### src/rtl/alu_result_serializer.sv
// ---------------------------------------------------------------------------
// alu_result_serializer
// Captures a registered ALU/compare result on its alu_valid strobe and
// streams it to the UART TX front-end as DATA_WIDTH-bit words, LSB word
// first, over a valid/ready handshake.
//
// Narrow results (res_wide=0) send the low word only. Wide results send all
// NUM_WORDS = RES_WIDTH/DATA_WIDTH words.
//
// Optional feature, selected by the macro SER_CHECKSUM_EN:
//   When defined, each burst ends with one extra word holding the XOR of all
//   result words sent in that burst.
//   When undefined, bursts carry result words only.
// ---------------------------------------------------------------------------
module alu_result_serializer #(
   parameter int DATA_WIDTH = 8,
   parameter int RES_WIDTH  = 16
) (
   input  logic                  clk,
   input  logic                  rst,
   input  logic [RES_WIDTH-1:0]  alu_out,
   input  logic                  alu_valid,
   input  logic                  res_wide,
   input  logic                  tx_ready,
   output logic [DATA_WIDTH-1:0] tx_data,
   output logic                  tx_valid,
   output logic                  busy,
   output logic                  overrun
);

   localparam int NUM_WORDS = RES_WIDTH / DATA_WIDTH;
   localparam int CNT_W     = $clog2(NUM_WORDS + 1);
   localparam logic [CNT_W-1:0] CNT_ONE  = CNT_W'(1);
   localparam logic [CNT_W-1:0] CNT_FULL = CNT_W'(NUM_WORDS);

   // Reject configurations where the result bus is not a whole number of words.
   if ((RES_WIDTH % DATA_WIDTH) != 0 || RES_WIDTH < DATA_WIDTH) begin : g_bad_cfg
      $error("alu_result_serializer: RES_WIDTH must be a multiple of DATA_WIDTH");
   end

`ifdef SER_CHECKSUM_EN
   typedef enum logic [1:0] {
      IDLE  = 2'd0,
      SEND  = 2'd1,
      CKSUM = 2'd2
   } state_t;
`else
   typedef enum logic [1:0] {
      IDLE  = 2'd0,
      SEND  = 2'd1
   } state_t;
`endif

   state_t                 state_q;
   state_t                 state_d;
   logic [RES_WIDTH-1:0]   shift_reg;
   logic [CNT_W-1:0]       words_left;
   logic [CNT_W-1:0]       load_cnt;
   logic                   capture;
   logic                   last_xfer;
   logic                   word_xfer;
   logic                   drop;
`ifdef SER_CHECKSUM_EN
   logic [DATA_WIDTH-1:0]  cksum_reg;
`endif

   // A narrow result always sends one word; so does any result when it fits in one word.
   assign load_cnt = (res_wide && (NUM_WORDS > 1)) ? CNT_FULL : CNT_ONE;

   // An incoming result is dropped whenever the block is busy and cannot hand over this cycle.
   assign drop = alu_valid && busy && !last_xfer;

   // State register.
   always_ff @(posedge clk or posedge rst) begin
      if (rst) begin
         state_q <= IDLE;
      end else begin
         state_q <= state_d;
      end
   end

   // Next-state decode, handshake outputs and capture/transfer strobes.
   always_comb begin
      state_d   = state_q;
      busy      = 1'b0;
      tx_valid  = 1'b0;
      tx_data   = '0;
      capture   = 1'b0;
      last_xfer = 1'b0;
      word_xfer = 1'b0;
      case (state_q)
         IDLE: begin
            if (alu_valid) begin
               capture = 1'b1;
               state_d = SEND;
            end
         end
         SEND: begin
            busy     = 1'b1;
            tx_valid = 1'b1;
            tx_data  = shift_reg[DATA_WIDTH-1:0];
            if (tx_ready) begin
               word_xfer = 1'b1;
               if (words_left == CNT_ONE) begin
`ifdef SER_CHECKSUM_EN
                  // The checksum word follows; the burst is not over yet.
                  state_d = CKSUM;
`else
                  last_xfer = 1'b1;
                  state_d   = IDLE;
                  if (alu_valid) begin
                     capture = 1'b1;
                     state_d = SEND;
                  end
`endif
               end
            end
         end
`ifdef SER_CHECKSUM_EN
         CKSUM: begin
            busy     = 1'b1;
            tx_valid = 1'b1;
            tx_data  = cksum_reg;
            if (tx_ready) begin
               last_xfer = 1'b1;
               state_d   = IDLE;
               if (alu_valid) begin
                  capture = 1'b1;
                  state_d = SEND;
               end
            end
         end
`endif
         default: begin
            state_d = IDLE;
         end
      endcase
   end

   // Capture register, word counter and overrun pulse.
   always_ff @(posedge clk or posedge rst) begin
      if (rst) begin
         shift_reg  <= '0;
         words_left <= '0;
         overrun    <= 1'b0;
      end else begin
         overrun <= drop;
         if (capture) begin
            shift_reg  <= alu_out;
            words_left <= load_cnt;
         end else if (word_xfer) begin
            shift_reg <= shift_reg >> DATA_WIDTH;
            if (words_left != '0) begin
               words_left <= words_left - CNT_ONE;
            end
         end
      end
   end

`ifdef SER_CHECKSUM_EN
   // Running XOR of the result words sent in the current burst.
   always_ff @(posedge clk or posedge rst) begin
      if (rst) begin
         cksum_reg <= '0;
      end else if (capture) begin
         cksum_reg <= '0;
      end else if (word_xfer) begin
         cksum_reg <= cksum_reg ^ shift_reg[DATA_WIDTH-1:0];
      end
   end
`endif

endmodule

### config.mk
export PLATFORM = sky130hd
export DESIGN_NAME = alu_result_serializer
export DESIGN_NICKNAME = d
export VERILOG_FILES = /design/src/rtl/alu_result_serializer.sv
export SDC_FILE = /design/constraint.sdc
export NUM_CORES = 1
export LEC_CHECK = 0
export CAP_MARGIN = 10
export CORE_MARGIN = 4
export CORE_UTILIZATION = 45
export DETAILED_ROUTE_END_ITERATION = 8
export PLACE_DENSITY = 0.78
export SLEW_MARGIN = 25
export SYNTH_ARGS = -nofsm -noshare
export SYNTH_HDL_FRONTEND = slang
export SYNTH_SLANG_ARGS = --single-unit
### constraint.sdc
create_clock -name clk -period 1.7 [get_ports clk]
set_input_delay 0.255 -clock clk [delete_from_list [all_inputs] [get_ports clk]]
set_output_delay 0.255 -clock clk [all_outputs]
set_load 0.005 [all_outputs]
; ---- Word-level counts from Yosys, hierarchy flattened
; Index checks and enable logic that the tools add are counted.
[totals]
ff_bits = 21
latch_bits = 0
mem_bits_rw = 0
mem_bits_ro = 0
in_bits = 21
output_inout_bits = 11
elab_cells = 41
mem_count = 0
[classes]
n_addsub = 1
n_mul = 0
div = 0
magnitude_cmp = 0
n_eq_ne = 5
shifts = 0
muxes = 22
bitwise = 0
n_reduce_logical = 9
[op_table]
columns = cell, n
row1 = two-way mux 16 bit, 2
row2 = two-way mux 2 bit, 7
row3 = two-way mux 1 bit, 10
row4 = two-way mux 8 bit, 1
row5 = "!= test 2 bit, second input constant", 3
row6 = nonzero test 2 bit, 3
row7 = "== test 2 x 1 -> 1 bit, second input constant", 2
row8 = one-hot mux 2 bit (2 select lines), 1
row9 = AND reduction 3 bit, 1
row10 = logical AND 1 bit, 2
row11 = zero test 2 bit, 1
row12 = one-hot mux 1 bit (2 select lines), 1
row13 = AND reduction 2 bit, 1
row14 = "subtractor 2 x 1 -> 2 bit, second input constant", 1
row15 = zero test 1 bit, 1

; ---- Depth between registers and ports, before layout
[logic_depth]
word_depth = 6
mapped_depth = 6
depth_no_buf = 5

; ---- Worst setup path before layout
; OpenSTA, ideal clock, no wires.
[synth_path]
path_kind = reg2reg
from = reg words_left[0]
to = reg words_left[0]
setup_time_ns = 0.132
t_arrival_ns = 1.173
required_time_ns = 1.568
path_slack_ns = 0.396
stages_incl_launch_ff = 6
n_path_buf = 1
synth_period_minus_slack_ns = 1.304
cell_sequence = dfrtp_1 -> ha_1 -> a21boi_1 -> buf_2 -> nor4_1 -> o21bai_1
[synth_between]
elab_chain_cells = 6
word_cells_on_any_way = 12
cone_classes = add/sub (1) / eq/ne (1) / mux (6) / reduce/logical (4)
[synth_rtl]
columns = element, line_no
row1 = "start, declared", 57  ; logic [CNT_W-1:0] words_left;
row2 = "start signal, assigned", 150  ; words_left <= load_cnt;
row3 = "start signal, assigned", 154  ; words_left <= words_left - CNT_ONE;
row4 = == test 2 x 1 -> 1 bit, 104  ; if (words_left == CNT_ONE) begin
row5 = two-way mux 1 bit, 104
row6 = two-way mux 1 bit, 102  ; if (tx_ready) begin
row7 = one-hot mux 1 bit (2 select lines), 91  ; case (state_q)
row8 = nonzero test 2 bit (no line), -
row9 = AND reduction 2 bit (no line), -
; Several ways; a longest one is shown, not always the timed one. The select of a mux whose other input is x is not followed.
; A chain may end at the register's enable or synchronous reset.

; ---- Final worst setup path
[layout_path]
from = reg state_q[0]
to = out tx_data[0]
[layout_between]
elab_chain_cells = 2
[layout_rtl]
columns = element, line_no
row1 = "start, declared", 54  ; state_t state_q;
row2 = "start signal, assigned", 78  ; state_q <= state_d;
row3 = == test 2 x 1 -> 1 bit, 91
row4 = two-way mux 8 bit, 91
row5 = "end, declared", 25  ; output logic [DATA_WIDTH-1:0] tx_data,
; Every way passes these cells.

==> impl_results.md <==
* Status: completed
* CTS tree: done
* Die area at 3020 um2
* Final Setup Violations at 0
* Slew @ Worst Pin at approximately 0.37 ns
* Max FFs per register at 16
* Worst Path Required at 1.44 ns
* Initial antenna violation count at 0
* Fraction of layout cells with a size suffix above 1 at roughly an eighth
* Vias in the first global route at about 750
* Average size of a mapped cell at about 10 um2
* GP Congestion at 0.7870
* Max Freq at roughly 0.61 GHz
* DR pass1 iterations at 4
* First-pass GRT wire length at about 3300 um
* Die Ht at 54.96 um
* Post-Synthesis Cells at between 90 and 100
* Pwr dens at 1246 nW/um2
* Initial Utilization at between 40 and 50%
* EDFF count, synth at 0
* Fin area at 1405 um2
* Drt drc at 0
* Filler cell count at roughly 160
* Area share of the largest cell type after synthesis at 50.44%
* Tightest Hold Check Type: primary input to asynchronous set/reset pin
* Worst-path clk slew at approximately 0.11 ns
* R2R cell count at 5
* VDD IR-drop max at between 0.6 and 0.7 mV
* Routed len/inst at 12.86 um
* Sequential fraction of the synthesis area at about half
* PnR Total Power at about 1800 uW
* Vias per cell at 5.025
* HPWL after DPL at ~1600 um
* Slew Viols, Final at 0
* Startpoint type of the worst setup path: register
* Finished Core Util at approximately 69%
* CP endpoint kind: output pin
* Initial DRC count at 5
* Dpl cell area at 1345 um2
* Clk sinks at 20
* Area delta synth->final at 41.61%
* Total CTS buffers at 3
* Antenna diode count at 0
* FF+latch count, synth at 20
* Final setup TNS at 0 ns
* Synth warn at 0
* Clk buf depth at 2
* Gr usage total at 15.36%
* Post-synth ARST share at 100.0%
* Crit path kind: register to output pin
* Total gr overflow at 0
* Post-synth top flop: dfrtp_1
* FP Rows at 16
* Static leakage at roughly 0.00068 uW
* Syn Std Cell Area at 992.2 um2
* Clock Latency Late Sink at 0.29 ns
* Synth cell types at 22
* DRT antenna net count at 0
* Period Utilization, post-route at 95.66%
* Worst path arrival time at approximately 1.4 ns
* Relative slew margins at about 75%
* Largest net degree at the start of global routing at 21
* Mapped Nets at 119
* CP max FO at 10
* Die width at ~55 um
* Top post-synthesis cells by count: dfrtp_1, o211ai_1, inv_1, nand2_1
* Core area at between 2000 and 2500 um2
* Top post-synthesis cells by area: dfrtp_1, o211ai_1, a22o_1
* CTS Hold Bufs at 0
* Cell taking the most area after synthesis: dfrtp_1
* Layout Nets at 157
* H-tree levels at 1
* I/O pin count at 32
* RSZ-0062 raised after global routing: false
* Clock root cell: clkbuf_4
* Count leader, synth: dfrtp_1
* Minimum clock period at around 1.6 ns
* PortBufs at 31
* Final WL at 2058 um
* Max Cap Viol at 0
* Clock skew at between 0.002 and 0.0025 ns
* Via count at 804
* Hold Fails Final Rpt at 0
## where the power goes
group / internal [uW] / switching (uW) / total, uW / leakage [uW]
combinational: 444 / 306 / 751 / 0.000394
clock: 130 / 137 / 268 / 0.0000210
sequential: 637 / 95.3 / 733 / 0.000260
## routing by layer
metal  wire length [um]  track usage [%]
met1                979            20.10
met2                933            25.00
met3                106            1.609
met4                 38            8.097
met5                  0                0
## kinds of logic after synthesis
family | synth area share [%]
simple gates | 12.74
flops | 50.44
compound gates | 23.96
buf+inv | 7.439
mux | 2.900
fa+ha+maj | 2.522
## cells in the final DEF, fill, tap and decap left out, types with 2 or more instances in the layout
cell / n
clkdlybuf4s50_1: 28
dfrtp_1: 19
o211ai_1: 18
inv_1: 12
nand2_1: 10
a22o_1: 8
and2_1: 8
buf_4: 7
clkbuf_4: 3
dlymetal6s2s_1: 3
nor2_1: 2
ha_1: 2
## worst paths after layout
check / from / to / slack (ns)
worst max-delay path: state_q[0] / tx_data[0] / 0.07
worst max register to register: state_q[0] / words_left[1] / 0.16
max in group asynchronous: rst / state_q[0] / 1.19
worst min register to register: shift_reg[3] / shift_reg[3] / 0.50
worst min-delay path: rst / shift_reg[15] / 0.30
min in group clk: shift_reg[3] / shift_reg[3] / 0.50
## worst max-delay path: stages, from the launching register on
cell and delay, ns:
dfrtp_2 0.47, and2_1 0.17, clkdlybuf4s50_1 0.44
## layout make-up
cell class / count / area [um2] / area share [%]
sequential: 20 / 501.7 / 35.71
multi-input combinational: 59 / 417.9 / 29.74
timing repair buffer: 38 / 370.4 / 26.36
inverter: 12 / 45.04 / 3.206
clock buffer: 4 / 36.28 / 2.582
tap: 27 / 33.78 / 2.404
## through the flow
step                instances  hold WS (ns)  setup WS, ns
floorplan                  96        0.2188        0.3956
global placement          154        0.4705        0.1366
global route              160        0.3006     0.0004853
CTS                       159        0.2916       0.01815
finish                    160        0.2956       0.07379
detailed placement        154        0.4790       0.09447
## timing repair
action / in CTS / in global routing
buffers inserted: 1 / 1
endpoints found under the setup margin: 10 / 8
resized for setup: 1 / 3
(Power assumes the default switching activity.)
